===== src/rtl/wrr_pkg.sv =====
// ---------------------------------------------------------------------------
// wrr_pkg
// Shared constants, the arbiter state type and a pointer helper for the
// weighted round-robin arbiter and its rotating-priority picker.
// No ports (package).
// ---------------------------------------------------------------------------
package wrr_pkg;

    localparam int N     = 4;
    localparam int SEL_W = 2;
    localparam int Q_W   = 3;

    typedef enum logic {
        IDLE  = 1'b0,
        GRANT = 1'b1
    } state_t;

    // Advance a port index by one, wrapping from the last port back to 0.
    function automatic logic [SEL_W-1:0] next_ptr(input logic [SEL_W-1:0] idx);
        return (idx == SEL_W'(N - 1)) ? '0 : idx + SEL_W'(1);
    endfunction

endpackage


===== src/rtl/wrr_arbiter_if.sv =====
// ---------------------------------------------------------------------------
// wrr_arbiter_if
// Bundles the FIFO-side and mux-side signals of the arbiter.
//   request   : bit i = FIFO i non-empty
//   quantum   : port i burst length in bits [i*Q_W +: Q_W]
//   down_full : downstream almost-full, stalls popping
//   pop       : one-hot read strobe to the FIFOs
//   port_sel  : mux select for the word on the mux this cycle
//   valid_mux : mux output is valid
// The slave modport is the arbiter's view; master is the environment's.
// ---------------------------------------------------------------------------
interface wrr_arbiter_if;
    import wrr_pkg::*;

    logic [N-1:0]     request;
    logic [N*Q_W-1:0] quantum;
    logic             down_full;
    logic [N-1:0]     pop;
    logic [SEL_W-1:0] port_sel;
    logic             valid_mux;

    modport master (
        output request, quantum, down_full,
        input  pop, port_sel, valid_mux
    );

    modport slave (
        input  request, quantum, down_full,
        output pop, port_sel, valid_mux
    );

endinterface


===== src/rtl/rr_priority_pick.sv =====
// ---------------------------------------------------------------------------
// rr_priority_pick
// Combinational rotating-priority encoder: returns the first set request
// bit scanning ptr, ptr+1, ... modulo N.
//   request : in  N     request vector
//   ptr     : in  SEL_W highest-priority index
//   any     : out 1     at least one request bit set
//   idx     : out SEL_W chosen index (0 when none set)
// ---------------------------------------------------------------------------
module rr_priority_pick
    import wrr_pkg::*;
(
    input  logic [N-1:0]     request,
    input  logic [SEL_W-1:0] ptr,
    output logic             any,
    output logic [SEL_W-1:0] idx
);

    logic             w_found;
    logic [SEL_W-1:0] w_cand;

    // Walk the ports starting at the pointer; index arithmetic wraps
    // naturally because N is a power of two. The first hit wins.
    always_comb begin
        any     = |request;
        idx     = '0;
        w_found = 1'b0;
        w_cand  = '0;
        for (int k = 0; k < N; k++) begin
            w_cand = ptr + SEL_W'(k);
            if (!w_found && request[w_cand]) begin
                idx     = w_cand;
                w_found = 1'b1;
            end
        end
    end

endmodule


===== src/rtl/wrr_arbiter.sv =====
// ---------------------------------------------------------------------------
// wrr_arbiter
// Weighted round-robin controller sharing one 4x1 output mux between four
// input FIFOs. A grant pops the chosen FIFO for up to its quantum words;
// one IDLE cycle separates consecutive grants.
//   clk   : in  1  rising-edge clock
//   reset : in  1  synchronous, active-high reset
//   bus   : slave modport of wrr_arbiter_if (request/quantum/down_full in,
//           pop/port_sel/valid_mux out)
// ---------------------------------------------------------------------------
module wrr_arbiter
    import wrr_pkg::*;
(
    input  logic          clk,
    input  logic          reset,
    wrr_arbiter_if.slave  bus
);

    state_t           r_state, w_nextState;
    logic [SEL_W-1:0] r_ptr, w_nextPtr;
    logic [SEL_W-1:0] r_gnt, w_nextGnt;
    logic [Q_W-1:0]   r_cnt, w_nextCnt;
    logic [SEL_W-1:0] r_portSel;
    logic             r_validMux;

    logic             w_any;
    logic [SEL_W-1:0] w_pickIdx;
    logic [Q_W-1:0]   w_quanta [N];
    logic [Q_W-1:0]   w_loadCnt;
    logic             w_popNow;
    logic [N-1:0]     w_pop;
    logic             w_burstEnd;

    for (genvar i = 0; i < N; i++) begin : g_quanta
        assign w_quanta[i] = bus.quantum[i*Q_W +: Q_W];
    end

    rr_priority_pick u_pick (
        .request (bus.request),
        .ptr     (r_ptr),
        .any     (w_any),
        .idx     (w_pickIdx)
    );

    // Pop strobe is purely combinational so that down_full and reset can
    // suppress it within the very cycle they are asserted.
    always_comb begin
        w_popNow = (r_state == GRANT) && bus.request[r_gnt] &&
                   !bus.down_full && !reset;
        w_pop    = '0;
        if (w_popNow) begin
            w_pop[r_gnt] = 1'b1;
        end
    end

    // A burst ends on its last word or when the granted FIFO runs dry;
    // both together still count as a single end.
    always_comb begin
        w_burstEnd = (r_state == GRANT) &&
                     ((w_popNow && (r_cnt == Q_W'(1))) || !bus.request[r_gnt]);
        w_loadCnt  = (w_quanta[w_pickIdx] == '0) ? Q_W'(1) : w_quanta[w_pickIdx];
    end

    // Next-state logic: IDLE picks a port and samples its quantum, GRANT
    // counts words down and hands the pointer to the next port at the end.
    always_comb begin
        w_nextState = r_state;
        w_nextPtr   = r_ptr;
        w_nextGnt   = r_gnt;
        w_nextCnt   = r_cnt;
        case (r_state)
            IDLE: begin
                if (w_any && !bus.down_full) begin
                    w_nextState = GRANT;
                    w_nextGnt   = w_pickIdx;
                    w_nextCnt   = w_loadCnt;
                end
            end
            GRANT: begin
                if (w_popNow) begin
                    w_nextCnt = r_cnt - Q_W'(1);
                end
                if (w_burstEnd) begin
                    w_nextState = IDLE;
                    w_nextPtr   = next_ptr(r_gnt);
                end
            end
            default: w_nextState = IDLE;
        endcase
    end

    // State registers plus the read-pipeline stage: the mux sees the FIFO
    // word one cycle after the pop, so select/valid are delayed copies.
    always_ff @(posedge clk) begin
        if (reset) begin
            r_state    <= IDLE;
            r_ptr      <= '0;
            r_gnt      <= '0;
            r_cnt      <= '0;
            r_portSel  <= '0;
            r_validMux <= 1'b0;
        end else begin
            r_state    <= w_nextState;
            r_ptr      <= w_nextPtr;
            r_gnt      <= w_nextGnt;
            r_cnt      <= w_nextCnt;
            r_validMux <= |w_pop;
            if (|w_pop) begin
                r_portSel <= r_gnt;
            end
        end
    end

    assign bus.pop       = w_pop;
    assign bus.port_sel  = r_portSel;
    assign bus.valid_mux = r_validMux;

endmodule


===== src/flat_wrapper.sv =====
// flat-port wrapper written by rule: the top's interface ports become plain ports
module wrr_arbiter_flat import wrr_pkg::*;
  (clk, reset, bus_request, bus_quantum, bus_down_full, bus_pop, bus_port_sel, bus_valid_mux);
  wrr_arbiter_if bus_i ();
  input  logic clk;
  input  logic reset;
  input wire logic [$bits(bus_i.request)-1:0] bus_request;
  input wire logic [$bits(bus_i.quantum)-1:0] bus_quantum;
  input wire logic [$bits(bus_i.down_full)-1:0] bus_down_full;
  output wire logic [$bits(bus_i.pop)-1:0] bus_pop;
  output wire logic [$bits(bus_i.port_sel)-1:0] bus_port_sel;
  output wire logic [$bits(bus_i.valid_mux)-1:0] bus_valid_mux;
  assign bus_i.request = bus_request;
  assign bus_i.quantum = bus_quantum;
  assign bus_i.down_full = bus_down_full;
  assign bus_pop = bus_i.pop;
  assign bus_port_sel = bus_i.port_sel;
  assign bus_valid_mux = bus_i.valid_mux;
  wrr_arbiter u_core (.clk(clk), .reset(reset), .bus(bus_i));
endmodule

===== config.mk =====
export PLATFORM = sky130hd
export DESIGN_NAME = wrr_arbiter_flat
export DESIGN_NICKNAME = d
export VERILOG_FILES = /design/src/rtl/wrr_pkg.sv /design/src/rtl/wrr_arbiter_if.sv /design/src/rtl/rr_priority_pick.sv /design/src/rtl/wrr_arbiter.sv /design/src/flat_wrapper.sv
export SDC_FILE = /design/constraint.sdc
export NUM_CORES = 1
export LEC_CHECK = 0
export BUFFER_PORTS_ARGS = -buffer_cell sky130_fd_sc_hd__buf_2
export CORE_AREA = 2 2 48 55
export DETAILED_ROUTE_END_ITERATION = 8
export DIE_AREA = 0 0 50 57
export PLACE_DENSITY = 0.61
export SLEW_MARGIN = 20
export SYNTH_ARGS = -nofsm -noshare
export SYNTH_HDL_FRONTEND = slang
export SYNTH_SLANG_ARGS = --single-unit

===== constraint.sdc =====
create_clock -name clk -period 2 [get_ports clk]
set_input_delay 0 -clock clk [delete_from_list [all_inputs] [get_ports clk]]
set_output_delay 0 -clock clk [all_outputs]
set_load 0.005 [all_outputs]

## Word-level counts from Yosys, hierarchy flattened

Cells that the tools add are included.

| storage, ports and cells | value |
|---|---|
| input port bits | 19 |
| flip-flop bits (word level) | 11 |
| logic and storage cells | 78 |

| operators by class | value |
|---|---|
| multiplexer cells | 31 |
| order comparisons | 7 |
| add/sub/neg operators | 5 |
| equal/unequal tests | 4 |
| bitwise gates (word level) | 2 |
| reductions and logical operators | 23 |

Operators with widths:

| cell | count |
|---|---|
| less-than comparator 2 x 3 -> 1 bit, second input constant | 5 |
| two-way mux 3 bit | 5 |
| two-way mux 1 bit | 11 |
| binary-select mux 1 bit (select 2 bit) | 5 |
| logical AND 1 bit | 10 |
| two-way mux 2 bit | 5 |
| OR reduction 4 bit | 2 |
| binary-select mux 3 bit (select 2 bit) | 1 |
| zero test 1 bit | 6 |
| case mux 3 bit (2 select lines) | 1 |
| AND reduction 2 bit | 3 |
| adder 2 x 1 -> 2 bit, second input constant | 2 |
| adder 2 bit, second input constant | 2 |
| two-way mux 4 bit | 1 |
| equality test 3 x 1 -> 1 bit, second input constant | 1 |
| greater-or-equal comparator 3 bit, second input constant | 1 |
| zero test 3 bit | 1 |
| NOT 2 -> 3 bit | 1 |
| subtractor 3 x 1 -> 3 bit, second input constant | 1 |
| demux 1 bit (select 2 bit) | 1 |
| equality test 2 bit, second input constant | 1 |
| greater-or-equal comparator 2 x 1 -> 1 bit, second input constant | 1 |
| inequality test 2 x 1 -> 1 bit, second input constant | 1 |
| inequality test 2 bit, second input constant | 1 |
| 3 further kinds | 3 |

## Longest topological paths before layout

Gate-level depths: netlist of the first run.

| logic depth | value |
|---|---|
| depth in word-level cells | 20 |
| depth in mapped cells | 7 |
| depth with buffers taken out | 7 |

## Cells and area by module

A second synthesis of the first run with hierarchy kept.

| second synthesis, totals | value |
|---|---|
| cell total of the unflattened synthesis | 93 |
| area total of the unflattened synthesis | 838.3 sq um |

By module, submodules not included:

| module | area each (sq um) | seq. area each (sq um) | cells an instance | instances |
|---|---|---|---|---|
| wrr_arbiter | 760.7 | 220.2 | 78 | 1 |
| rr_priority_pick | 77.6 | 0.0 | 15 | 1 |

## Least setup slack after synthesis of the first run

OpenSTA, ideal clock, no wires.

| path | value |
|---|---|
| kind | register -> register |
| start | register u_core.r_cnt[0] |
| end | register u_core.r_ptr[1] |
| path slack | 0.309 ns |
| data required time | 1.871 ns |
| buffers on the path | 0 |
| stages on the path, launching flop included | 7 |
| arrival | 1.562 ns |
| clock period less this slack | 1.691 ns |
| library setup time | 0.129 ns |
| cells stage by stage | dfxtp_1 > ha_1 > or4b_2 > a21oi_1 > nor2_1 > a21oi_1 > nor2_1 |

| between the ends | value |
|---|---|
| word-level cells in the longest chain between the ends | 5 |

Ends and longest elaborated chain:

| element | RTL line | RTL |
|---|---|---|
| from (decl) | wrr_arbiter.sv:22 | `logic [Q_W-1:0] r_cnt, w_nextCnt;` |
| from (signal assigned) | wrr_arbiter.sv:106 | `r_cnt <= w_nextCnt;` |
| equality test 3 x 1 -> 1 bit | wrr_arbiter.sv:60 | `((w_popNow && (r_cnt == Q_W'(1))) \|\| !bus.request[r_gnt]);` |
| logical AND 1 bit | wrr_arbiter.sv:60 |  |
| logical OR 1 bit | wrr_arbiter.sv:60 |  |
| logical AND 1 bit | wrr_arbiter.sv:59 | `w_burstEnd = (r_state == GRANT) &&` |
| AND reduction 2 bit (no line) | - |  |
| to (signal assigned) | wrr_arbiter.sv:104 | `r_ptr <= w_nextPtr;` |
| to (decl) | wrr_arbiter.sv:20 | `logic [SEL_W-1:0] r_ptr, w_nextPtr;` |

No other way between the ends.
A chain may end at the register's enable or synchronous reset.

## Worst setup path in the final report of the first run

| path | value |
|---|---|
| start | register u_core.r_gnt[1] |
| end | register u_core.r_cnt[1] |

| between the ends | value |
|---|---|
| word-level cells in the longest chain between the ends | 7 |

Ends and longest elaborated chain:

| element | RTL line | RTL |
|---|---|---|
| from (decl) | wrr_arbiter.sv:21 | `logic [SEL_W-1:0] r_gnt, w_nextGnt;` |
| from (signal assigned) | wrr_arbiter.sv:105 | `r_gnt <= w_nextGnt;` |
| binary-select mux 1 bit (select 2 bit) | wrr_arbiter.sv:48 | `w_popNow = (r_state == GRANT) && bus.request[r_gnt] &&` |
| two-way mux 1 bit (implied by the code) | wrr_arbiter.sv:48 |  |
| logical AND 1 bit (2 in series) | wrr_arbiter.sv:48 |  |
| logical AND 1 bit | wrr_arbiter.sv:49 | `!bus.down_full && !reset;` |
| inequality test 2 bit (no line) | - |  |
| AND reduction 2 bit (no line) | - |  |

No other way between the ends. The select of a mux whose other input is x is not followed.

==> metrics.log, run 1 <==
[metrics] outcome: finished clean
[metrics] top library cells by usage in the layout, fill and taps aside: buf_2, inv_1, nor2_1, dfxtp_1, a21oi_1
[metrics] syn_nets: 132
[metrics] fraction of met3 tracks used by global routing: 0.04974
[metrics] highest cell delay on the worst timing path: 0.62 ns
[metrics] final routed wire length divided by cell count: 11.73 um
[metrics] final count of pins violating max slew: 0
[metrics] final critical delay including setup and external delays: 1.822 ns
[metrics] layout overhead on the synthesized area: 21.17%
[metrics] ordered list of cells on the worst path: mux4_2 > nand3_2 > nor2_2 > o22a_1 > a221oi_2
[metrics] setup repair after global routing missed its margin: false
[metrics] # nets final: 161
[metrics] Cell Rows: 19
[metrics] critical path startpoint category: flip-flop
[metrics] number of clock sinks: 11
[metrics] post-layout worst setup margin: 0.1775 ns
[metrics] met2 track demand over resource in global routing: 0.2801
[metrics] peak fanout along the critical path: 8
[metrics] ant diodes: 0
[metrics] data arrival time of the critical path: 2.01 ns
[metrics] number of instances in the synthesized netlist: 107
[metrics] share of cells above drive strength 1: 0.3111
[metrics] f_max: 0.5487 GHz
[metrics] critical path buffer and inverter count: 0
[metrics] DRT iter0 DRCs: 20
[metrics] Max-Cap Viols: 0
[metrics] Detail Placement HPWL: 1602 um
[metrics] Antenna Violating Nets Remaining: 0
[metrics] required time at the endpoint of the critical path: 2.19 ns
[metrics] overall power after layout: 571.6 uW
[metrics] cell with the biggest individual delay on the critical path: mux4_2
[metrics] wire length after detailed routing: 1947 um
[metrics] number of synthesized register bits: 11
[metrics] post-route setup TNS: 0 ns
[metrics] total via count in the routed design: 878
[metrics] pin count of the biggest net entering global routing: 14
[metrics] largest voltage drop on the vdd net: 0.0004666 V
[metrics] H-Tree Level Count: 1
[metrics] starting utilization of the core area: 0.3716
[metrics] setup clock skew after layout: 0.001301 ns
[metrics] CP top delay family: multiplexers
[metrics] via count of the first global-routing pass: 833
[metrics] number of buffers added by the clock tree synthesis step: 3
[metrics] maximum buffer depth of the clock tree: 2
[metrics] number of placed I/O pins: 26
[metrics] number of warnings printed during yosys synthesis: 0
[metrics] Final setup viols: 0
[metrics] remaining routing DRC violations: 0
[metrics] class of the most critical hold timing path: in2reg
[metrics] Final period util: 0.9112
[metrics] Std-Cell Core Area: 0.002354 sq mm
[metrics] sequential element share of the synthesized area: 0.2518
[metrics] Post-CTS Setup Repair Bufs: 0
[metrics] Slew @ Worst Pin: 0.8756 ns
[metrics] Syn Area/Cell: 8.174 sq um
[metrics] most common cell after layout, fill and taps aside: buf_2
[metrics] Syn Std Cell Area: 874.6 sq um
[metrics] Vias per Instance: 5.289
[metrics] buffers added on ports: 25
[metrics] number of distinct library cells after synthesis: 39
[metrics] Worst Setup Path Type: reg2reg
[metrics] residual overflow from global routing: 0
[metrics] hold slack final: 0.06167 ns
[metrics] first-pass iteration count of the detailed router: 4
[metrics] Static Leak: 0.0005092 uW
[metrics] CTS Root Buffer Type: clkbuf_4
[metrics] clk_lat worst skew: 0.27 ns
[metrics] clock tree from TritonCTS: built
[metrics] routing layer with the top usage in global route: met2
[metrics] die height: 57 um
[metrics] post-place setup slack: 0.1693 ns
[metrics] Critical Path End Type: flip-flop
[metrics] Reg clk slew, reported paths: 0.07 ns
[metrics] antenna violations before repair: 0
[metrics] Top FF cell, synth: dfxtp_1
[metrics] power density over cell area: 539.4 mW/mm^2
[metrics] max_slew headroom: 0.4118
[metrics] Post-synth EDFFs: 0
[metrics] first-pass GRT wire length: 3394 um
[metrics] number of hold-slack violations in the final timing report: 0
[metrics] GRT Overall Usage: 0.1535
[metrics] share of flip-flops with an asynchronous set or reset after synthesis: 0
[metrics] overall die width: 50 um
[metrics] met1 capacity usage during global routing: 0.1653
[metrics] gp weighted congestion: 0.7967
[metrics] DIE AREA: 0.002850 sq mm
-- synthesized netlist by cell type (2+ instances only) --
cell      count  area [sq um]
nand4_1       4         25.02
and3_1        5         31.28
a21oi_1       7         35.03
o22a_1        2         17.52
nor2_1       13         48.80
o211ai_1      2         15.01
o21a_1        2         15.01
dfxtp_1      11         220.2
nor3_1        4         20.02
o21ai_0       2         10.01
nand3b_1      2         15.01
nand2_1       2         7.510
ha_1          6         75.07
nand3_1       3         15.01
inv_1        13         48.80
o211ai_2      2         25.02
mux2i_1       5         50.05
-- cell families (layout without fill, tap and decap cells) --
kind of cell,count (synthesis),after routing,share of synthesized area
AO/OA/AOI/OAI,26,26,0.2332
flip-flops,11,11,0.2518
multiplexers,7,7,0.09585
adder cells (fa/ha/maj),6,6,0.08583
buffers and inverters,16,44,0.08155
AND/OR/NAND/NOR,41,41,0.2518
-- metrics by stage --
step,instances,area [sq um],util
after floorplan,107,874.6,-
after global placement,162,1031,0.4381
after detailed placement,162,1031,0.4381
after CTS,166,1059,0.4498
after global routing,166,1060,0.4503
final,166,1060,0.4503
-- layer usage --
layer / share of wire / up-vias
met5: 0 / -
met4: 0.0046 / 0
met3: 0.046 / 2
met2: 0.53 / 15
met1: 0.42 / 410
li1: - / 451
-- cell type report --
class,instances,area (sq um)
fillers,242,1294
multi-input cells,80,583.1
clock inverters,1,5.005
inverters,13,48.80
well taps,31,38.79
repair buffers,27,140.1
flip-flops and latches,11,221.5
clock buffers,3,22.52
-- state kept, by name (all words and copies together) (netlist names) --
| name | flops |
|---|---|
| u_core.bus.port_sel | 2 |
| u_core.bus.valid_mux | 1 |
| u_core.r_cnt | 3 |
| u_core.r_gnt | 2 |
| u_core.r_ptr | 2 |
| u_core.r_state | 1 |
-- path summary, 6_finish.rpt --
kind	cells past startpoint	slack [ns]	from	to
worst min register to register	2	0.50	u_core.bus.port_sel[0]	u_core.bus.port_sel[0]
worst min-delay path	2	0.06	reset	u_core.r_ptr[1]
worst max-delay path	5	0.18	u_core.r_gnt[1]	u_core.r_cnt[1]
worst max register to register	5	0.18	u_core.r_gnt[1]	u_core.r_cnt[1]
-- worst reg2reg max path: stages, from the launching register on --
cell	delay [ns]
dfxtp_1	0.45
mux4_2	0.62
nand3_2	0.15
nor2_2	0.07
o22a_1	0.20
a221oi_2	0.25
-- power breakdown --
| group | internal (uW) | switching [uW] | total, uW | leakage (uW) |
|---|---|---|---|---|
| registers | 234 | 15.2 | 249 | 0.0000904 |
| clock network | 74.2 | 79.1 | 153 | 0.0000177 |
| logic | 78.0 | 91.1 | 169 | 0.000401 |
-- what timing repair did --
| action | CTS | global route |
|---|---|---|
| gates resized for setup | 0 | 1 |
| hold buffers | 0 | 0 |
| setup endpoints to repair | 0 | 1 |
Power figures use the tool's default switching activity.
==> run 2, diff against run 1 <==
Settings changed: ABC_AREA from default to 1, CELL_PAD_IN_SITES_DETAIL_PLACEMENT from default to 0, CELL_PAD_IN_SITES_GLOBAL_PLACEMENT from default to 1, CORE_AREA 2 2 48 55 to 2 2 55 62, DIE_AREA 0 0 50 57 to 0 0 57 64, PLACE_DENSITY 0.61 to 0.74.
==> run 2 against run 1 <==
  * Non-clock buffer count unchanged
  * First-iteration DRC count increased by 55%
  * Sequential power increased by 6%
  * Highest routed layer unchanged
  * Synthesized cell count increased by 50%
  * Final area increased by 16%
  * Register-to-register slack improved by 0.11 ns
  * Via count increased by 25%
  * Largest cell class unchanged
==> metrics.log, run 2 <==
[metrics] overall die width: 57 um (+14%)
[metrics] number of buffers added by the clock tree synthesis step: 3 (unchanged)
[metrics] top library cells by usage in the layout, fill and taps aside: nand2_1, buf_2, inv_1, a21oi_1, nand3_1
[metrics] CTS Root Buffer Type: clkbuf_4
[metrics] fin cells: 224 (+35%)
[metrics] Min-Delay Path Depth: 4 (+2)
[metrics] Area contributors post-synth: dfxtp_1, nand2_1, ha_1, a21oi_1, nand3_1
[metrics] antenna violations before repair: 0 (unchanged)
[metrics] ordered list of cells on the worst path: buf_4 > nand2_1 > nand2_1 > nand2_1 > nand2_1 > inv_2 > nand2_1 > nand2_1 > nand2_2 > nand2_4 > nand2_4 > nand2_1 > nand3_1 > nand2_1 > nand2_1 > nand2_1 > a21oi_2
[metrics] ant diodes: 0 (unchanged)
[metrics] Cells after DPL: 219 (+35%)
[metrics] f_max: 0.5841 GHz (+6.5%)
[metrics] Critical Path End Type: flip-flop
[metrics] die height: 64 um (+12%)
[metrics] outcome: finished clean
[metrics] required time at the endpoint of the critical path: 2.21 ns (+0.02 ns)
[metrics] placed cell area: 0.001190 sq mm (+15%)
[metrics] DRT iter0 DRCs: 31 (+55%)
[metrics] buffers added on ports: 25 (unchanged)
[metrics] max FFs per register: 3 (unchanged)
[metrics] fill cell total of the finished layout: 364 (+50%)
[metrics] peak fanout along the critical path: 11 (+3)
[metrics] Vias per Instance: 4.911 (-7.2%)
[metrics] Std-Cell Core Area: 0.002995 sq mm (+27%)
[metrics] Worst Setup Path Type: reg2reg
[metrics] number of distinct library cells after synthesis: 24 (-38%)
[metrics] DIE AREA: 0.003648 sq mm (+28%)
[metrics] max_slew headroom: 0.8304 (+0.4187)
[metrics] setup repair after global routing missed its margin: false
[metrics] clk_lat worst skew: 0.27 ns (about the same)
[metrics] final critical delay including setup and external delays: 1.712 ns (-0.1105 ns)
[metrics] Static Leak: 0.0006367 uW (+25%)
[metrics] Cell Rows: 21 (+2)
[metrics] highest metal layer with signal wires: met4
[metrics] hold slack final: 0.1141 ns (+0.05246 ns)
[metrics] Internal: 459.6 uW (+19%)
[metrics] clock tree from TritonCTS: built
[metrics] number of synthesized register bits: 11 (unchanged)
[metrics] Critical Path Most Common Cell: nand2_1
[metrics] number of hold-slack violations in the final timing report: 0 (unchanged)
[metrics] critical path startpoint category: flip-flop
[metrics] via count of the first global-routing pass: 993 (+19%)
[metrics] final routed wire length divided by cell count: 11.04 um (-5.9%)
[metrics] most common cell after layout, fill and taps aside: nand2_1
[metrics] power spent charging and discharging nets: 355.7 uW (+92%)
[metrics] sequential element share of the synthesized area: 0.2131 (-0.03871)
[metrics] total via count in the routed design: 1100 (+25%)
[metrics] CP top delay family: simple AND/OR/NAND/NOR gates
[metrics] first-pass iteration count of the detailed router: 4 (unchanged)
[metrics] routed wire length on met3: 84 um (-5.6%)
[metrics] highest cell delay on the worst timing path: 0.34 ns (-0.28 ns)
[metrics] Worst Reg2Reg Path Length in Cells: 17 (+12)
[metrics] design area: 0.001227 sq mm (+16%)
[metrics] Reg2Reg Setup Slack: 0.29 ns (+0.11 ns)
[metrics] Post-CTS Setup Repair Bufs: 0 (unchanged)
[metrics] setup clock skew after layout: 0.005396 ns (+0.004095 ns)
[metrics] total routed wire length on the met1 layer: 1113 um (+36%)
[metrics] class of the most critical hold timing path: in2reg
[metrics] residual overflow from global routing: 0 (unchanged)
[metrics] GRT Overall Usage: 0.1373 (-0.01612)
[metrics] Syn Std Cell Area: 0.001033 sq mm (+18%)
[metrics] most flop-heavy register: u_core.r_cnt
[metrics] Detail Placement HPWL: 2114 um (+32%)
[metrics] number of warnings printed during yosys synthesis: 0 (unchanged)
[metrics] pin count of the biggest net entering global routing: 12 (-2)
[metrics] post-layout worst setup margin: 0.2881 ns (+0.1105 ns)
[metrics] proportion of netlist area held by the largest area contributor: 0.2131 (-0.03871)
[metrics] share of power burned in combinational logic: 0.485 (+0.189)
[metrics] sequential power share: 0.323 (-0.113)
[metrics] beginning of the worst hold path: bus_down_full
[metrics] count of cells resized by post-cts repair: 0 (unchanged)
[metrics] largest voltage drop on the vdd net: 0.0004261 V (-8.7%)
[metrics] switching share of total power: 0.4363 (+0.1120)
[metrics] number of placed I/O pins: 26 (unchanged)
[metrics] cell with the biggest individual delay on the critical path: dfxtp_1
[metrics] power density over cell area: 664.2 mW/mm^2 (+23%)
[metrics] number of instances in the synthesized netlist: 161 (+50%)
[metrics] most common cell in the netlist: nand2_1
[metrics] Reg clk slew, reported paths: 0.08 ns (about the same)
[metrics] critical path buffer and inverter count: 2 (+2)
[metrics] H-Tree Level Count: 1 (unchanged)
[metrics] syn_nets: 186 (+41%)
[metrics] final count of pins violating max slew: 0 (unchanged)
[metrics] post-synthesis cell type with the largest combined area: dfxtp_1
[metrics] Final period util: 0.8560 (-0.05527)
[metrics] area taken by multi-input logic gates: 708.2 sq um (+21%)
[metrics] post-route setup TNS: 0 ns (unchanged)
[metrics] layout overhead on the synthesized area: 18.77%
[metrics] number of hold buffers added after cts: 1 (+1)
[metrics] number of clock sinks: 11 (unchanged)
[metrics] Max-Cap Viols: 0 (unchanged)
[metrics] Post-synth EDFFs: 0 (unchanged)
[metrics] Antenna Violating Nets Remaining: 0 (unchanged)
[metrics] Final setup viols: 0 (unchanged)
[metrics] first-pass GRT wire length: 4105 um (+21%)
[metrics] post-place setup slack: 0.2848 ns (+0.1154 ns)
[metrics] maximum buffer depth of the clock tree: 2 (unchanged)
[metrics] data arrival time of the critical path: 1.92 ns (-0.09 ns)
[metrics] starting utilization of the core area: 0.3450 (-0.02658)
[metrics] share of cells above drive strength 1: 0.2947 (-0.01637)
[metrics] hold path endpoint: u_core.r_state
[metrics] # nets final: 216 (+34%)
[metrics] DR WL met2: 1248 um (+21%)
[metrics] register cell area after layout: 220.2 sq um (-0.56%)
[metrics] Syn Area/Cell: 6.419 sq um (-21%)
[metrics] Top FF cell, synth: dfxtp_1
[metrics] share of power burned in the clock network: 0.191 (-0.077)
[metrics] origin of the critical flop-to-flop path: u_core.r_ptr[0]
[metrics] critical register-to-register path endpoint: u_core.r_cnt[1]
[metrics] wire length after detailed routing: 2473 um (+27%)
[metrics] remaining routing DRC violations: 0 (unchanged)
[metrics] share of flip-flops with an asynchronous set or reset after synthesis: 0 (unchanged)
[metrics] gp weighted congestion: 0.8289 (+4.0%)
[metrics] synth cell count leaders: nand2_1, inv_1, a21oi_1, nand3_1
[metrics] Slew @ Worst Pin: 0.2511 ns (-0.6245 ns)
-- run 2: cell types whose count changed in the layout (fill, tap and decap cells not counted), sizes merged, moves of 3 or more --
cell | before | now
a21oi | 7 | 16
nor3 | 4 | 1
o21ai | 2 | 13
nor2 | 14 | 5
mux2i | 5 | 0
nand3 | 4 | 16
inv | 13 | 23
nand2 | 3 | 60
and3 | 5 | 0
o211ai | 4 | 0
-- run 2: layer usage --
metal | vias to the layer above | track usage
met2 | 19 | 0.2399
met5 | - | 0
met1 | 493 | 0.1673
met3 | 4 | 0.02429
li1 | 584 | -
met4 | 0 | 0.04651
-- run 2: cell type report --
class                   count  share of cell area
multi-input cells         125              0.5770
flip-flops and latches     11              0.1794
inverters                  23             0.07034
well taps                  34             0.03466
clock buffers               3             0.01835
clock inverters             1            0.004077
repair buffers             27              0.1162
-- run 2: worst max-delay path by stage --
| stage | slack (ns) | endpoint | cells past startpoint | from |
|---|---|---|---|---|
| 3_5_place_dp | 0.28 | u_core.r_cnt[1] | 17 | u_core.r_ptr[0] |
| 5_1_grt | 0.05 | u_core.r_cnt[1] | 17 | u_core.r_ptr[0] |
| 2_1_floorplan | 0.48 | u_core.r_cnt[0] | 14 | u_core.r_ptr[0] |
| 3_3_place_gp | 0.29 | u_core.r_cnt[1] | 17 | u_core.r_ptr[0] |
| 6_report | 0.29 | u_core.r_cnt[1] | 17 | u_core.r_ptr[0] |
| 4_1_cts | 0.26 | u_core.r_cnt[1] | 17 | u_core.r_ptr[0] |
-- run 2: power by group through the flow --
stage	combinational (uW)	clock (uW)	sequential [uW]
after floorplan	316	0	265
after global placement	397	0	269
after detailed placement	398	0	269
after CTS	401	165	264
after global routing	453	171	267
final	396	156	264
-- run 2: kinds of logic (layout without fill, tap and decap cells) --
family / count (synthesis) / in the layout / share of synthesized area
AOI/OAI and AO/OA: 32 / 32 / 0.1865
adders and majority gates: 6 / 6 / 0.07264
DFF: 11 / 11 / 0.2131
and+or+nand+nor: 86 / 86 / 0.4177
xor gates and xnor gates: 1 / 1 / 0.008476
buffers and inverters: 25 / 54 / 0.1017
-- run 2: metrics by stage --
stage               total power (uW)    util
floorplan                      581.5       -
global placement               665.4  0.3972
detailed placement             667.2  0.3972
global route                   891.9  0.4098
CTS                            829.5  0.4098
finish                         815.3  0.4098
-- run 2: worst min-delay path: stages --
cell and delay [ns]:
buf_2 0.10, a41oi_1 0.06, o21ai_0 0.14, a21oi_1 0.04
==> run 3, diff against run 2 <==
Settings changed: PLACE_DENSITY 0.74 to 0.75, SLEW_MARGIN 20 to default.
==> run 3 against run 2 <==
  * Clock power up 4%
  * Routed wire length increased by 2.5%
  * Combinational power increased by 1%
  * Setup slack got worse by 0.061 ns
  * Final area grew 0.10%
  * Largest cell class unchanged
  * Highest routed layer unchanged
==> metrics.log, run 3 (synthesis results as in run 2) <==
[metrics] most flop-heavy register: u_core.r_cnt
[metrics] layout overhead on the synthesized area: 18.89%
[metrics] cell with the biggest individual delay on the critical path: dfxtp_2
[metrics] data arrival time of the critical path: 1.99 ns (+0.07 ns)
[metrics] share of power burned in the clock network: 0.195 (+0.004)
[metrics] power spent charging and discharging nets: 367.6 uW (+3.3%)
[metrics] remaining routing DRC violations: 0 (unchanged)
[metrics] Static Leak: 0.0006371 uW (about the same)
[metrics] highest cell delay on the worst timing path: 0.35 ns (about the same)
[metrics] first-pass GRT wire length: 4264 um (+3.9%)
[metrics] Antenna Violating Nets Remaining: 0 (unchanged)
[metrics] share of cells above drive strength 1: 0.3000 (+0.005263)
[metrics] hold slack final: 0.1076 ns (-0.006486 ns)
[metrics] clk_lat worst skew: 0.28 ns (about the same)
[metrics] design area: 0.001229 sq mm (+0.10%)
[metrics] Final setup viols: 0 (unchanged)
[metrics] Slew @ Worst Pin: 0.2647 ns (+0.01367 ns)
[metrics] die height: 64 um (unchanged)
[metrics] residual overflow from global routing: 0 (unchanged)
[metrics] launch point of the worst path: u_core.r_ptr[0]
[metrics] starting utilization of the core area: 0.3450 (unchanged)
[metrics] f_max: 0.5640 GHz (-3.5%)
[metrics] share of power burned in combinational logic: 0.483 (-0.002)
[metrics] register cell area after layout: 221.5 sq um (+0.57%)
[metrics] fin cells: 224 (unchanged)
[metrics] ordered list of cells on the worst path: inv_2 > nand2_1 > nand2_1 > nand2_1 > nand2_1 > inv_2 > nand2_1 > nand2_1 > nand2_2 > nand2_4 > nand2_4 > nand2_1 > nand3_1 > nand2_1 > nand2_1 > nand2_1 > a21oi_2
[metrics] GRT Overall Usage: 0.1445 (+0.007114)
[metrics] origin of the critical flop-to-flop path: u_core.r_ptr[0]
[metrics] switching share of total power: 0.4442 (+0.007875)
[metrics] largest voltage drop on the vdd net: 0.0003795 V (-11%)
[metrics] Critical Path End Type: flip-flop
[metrics] buffers added on ports: 25 (unchanged)
[metrics] Worst Reg2Reg Path Length in Cells: 17 (unchanged)
[metrics] Internal: 460.0 uW (about the same)
[metrics] max_slew headroom: 0.8216 (-0.008773)
[metrics] Worst Setup Path Type: reg2reg
[metrics] peak fanout along the critical path: 11 (unchanged)
[metrics] # nets final: 216 (unchanged)
[metrics] via count of the first global-routing pass: 1039 (+4.6%)
[metrics] placed cell area: 0.001190 sq mm (unchanged)
[metrics] Vias per Instance: 4.857 (-1.1%)
[metrics] critical path startpoint category: flip-flop
[metrics] required time at the endpoint of the critical path: 2.22 ns (about the same)
[metrics] class of the most critical hold timing path: in2reg
[metrics] final routed wire length divided by cell count: 11.32 um (+2.5%)
[metrics] post-route setup TNS: 0 ns (unchanged)
[metrics] setup clock skew after layout: 0.002205 ns (-0.003191 ns)
[metrics] post-layout worst setup margin: 0.2269 ns (-0.06118 ns)
[metrics] overall die width: 57 um (unchanged)
[metrics] outcome: finished clean
[metrics] total via count in the routed design: 1088 (-1.1%)
[metrics] maximum buffer depth of the clock tree: 2 (unchanged)
[metrics] ant diodes: 0 (unchanged)
[metrics] end of the critical path: u_core.r_cnt[1]
[metrics] Cell Rows: 21 (unchanged)
[metrics] Cells after DPL: 219 (unchanged)
[metrics] gp weighted congestion: 0.8233 (-0.68%)
[metrics] fill cell total of the finished layout: 337 (-7.4%)
[metrics] sequential power share: 0.322 (about the same)
[metrics] Final period util: 0.8866 (+0.03059)
[metrics] setup repair after global routing missed its margin: false
[metrics] number of placed I/O pins: 26 (unchanged)
[metrics] max FFs per register: 3 (unchanged)
[metrics] number of hold-slack violations in the final timing report: 0 (unchanged)
[metrics] H-Tree Level Count: 1 (unchanged)
[metrics] DIE AREA: 0.003648 sq mm (unchanged)
[metrics] CTS Root Buffer Type: clkbuf_4
[metrics] Std-Cell Core Area: 0.002995 sq mm (unchanged)
[metrics] number of buffers added by the clock tree synthesis step: 3 (unchanged)
[metrics] number of clock sinks: 11 (unchanged)
[metrics] first-pass iteration count of the detailed router: 4 (unchanged)
[metrics] DRT iter0 DRCs: 32 (+3.2%)
[metrics] top library cells by usage in the layout, fill and taps aside: nand2_1, buf_2, inv_1, a21oi_1, nand3_1
[metrics] Max-Cap Viols: 0 (unchanged)
[metrics] Critical Path Most Common Cell: nand2_1
[metrics] pin count of the biggest net entering global routing: 12 (unchanged)
[metrics] antenna violations before repair: 0 (unchanged)
[metrics] most common cell after layout, fill and taps aside: nand2_1
[metrics] Reg clk slew, reported paths: 0.08 ns (about the same)
[metrics] clock tree from TritonCTS: built
[metrics] final critical delay including setup and external delays: 1.773 ns (+0.06118 ns)
[metrics] wire length after detailed routing: 2535 um (+2.5%)
[metrics] post-place setup slack: 0.2037 ns (-0.08106 ns)
[metrics] Detail Placement HPWL: 2134 um (+0.98%)
[metrics] power density over cell area: 673.5 mW/mm^2 (+1.4%)
[metrics] critical register-to-register path endpoint: u_core.r_cnt[1]
[metrics] area taken by multi-input logic gates: 708.2 sq um (unchanged)
[metrics] final count of pins violating max slew: 0 (unchanged)
[metrics] Reg2Reg Setup Slack: 0.23 ns (-0.06 ns)
## run 3: cell counts in the layout (fill, tap and decap cells not counted)
Identical to the previous run, type by type.
## run 3: through the flow
stage	util	power (uW)
after detailed placement	0.3972	670.1
after global placement	0.3972	664.6
after global routing	0.4102	907.8
after floorplan	-	581.5
final	0.4102	827.6
after CTS	0.4098	836.1
## run 3: worst max-delay path, delay by kind of cell, from the launching register on
kind                   cells  cell delay [ns]
flip-flops                 1             0.35
AND/OR/NAND/NOR           14             1.05
buffers and inverters      2             0.23
AO/OA/AOI/OAI              1             0.10
## run 3: timing repair
action,CTS,global route
hold buffers,1,0
hold endpoints to repair,2,0
gates resized for setup,0,1
setup endpoints to repair,0,2
setup buffers,0,0
## run 3: cell type report
| type | instances | share of cell area |
|---|---|---|
| inverter | 23 | 0.07026 |
| clock buffer | 3 | 0.01833 |
| tap | 34 | 0.03462 |
| timing repair buffer | 27 | 0.1161 |
| clock inverter | 1 | 0.004073 |
| sequential | 11 | 0.1802 |
| multi-input combinational | 125 | 0.5764 |
## run 3: power by group through the flow
stage	Sequential [uW]	Combinational, uW	Clock [uW]
after global placement	270	395	0
after global routing	270	458	180
after floorplan	265	316	0
after detailed placement	271	399	0
final	266	400	162
after CTS	266	402	169
## run 3: worst min-delay path by stage
stage	from	to	slack (ns)	cells after the start
floorplan	reset	u_core.r_cnt[1]	0.06	1
global placement	reset	u_core.r_cnt[1]	0.25	2
detailed placement	reset	u_core.r_cnt[1]	0.25	2
CTS	bus_down_full	u_core.r_state	0.11	4
global route	bus_down_full	u_core.r_state	0.13	4
finish	bus_down_full	u_core.r_state	0.11	4
## run 3: metal layers
metal,share of wire,wire length (um),global-route usage
met1,0.46,1175,0.1810
met2,0.51,1288,0.2557
met3,0.021,52,0.01619
met4,0.0075,19,0.04360
met5,0,0,0
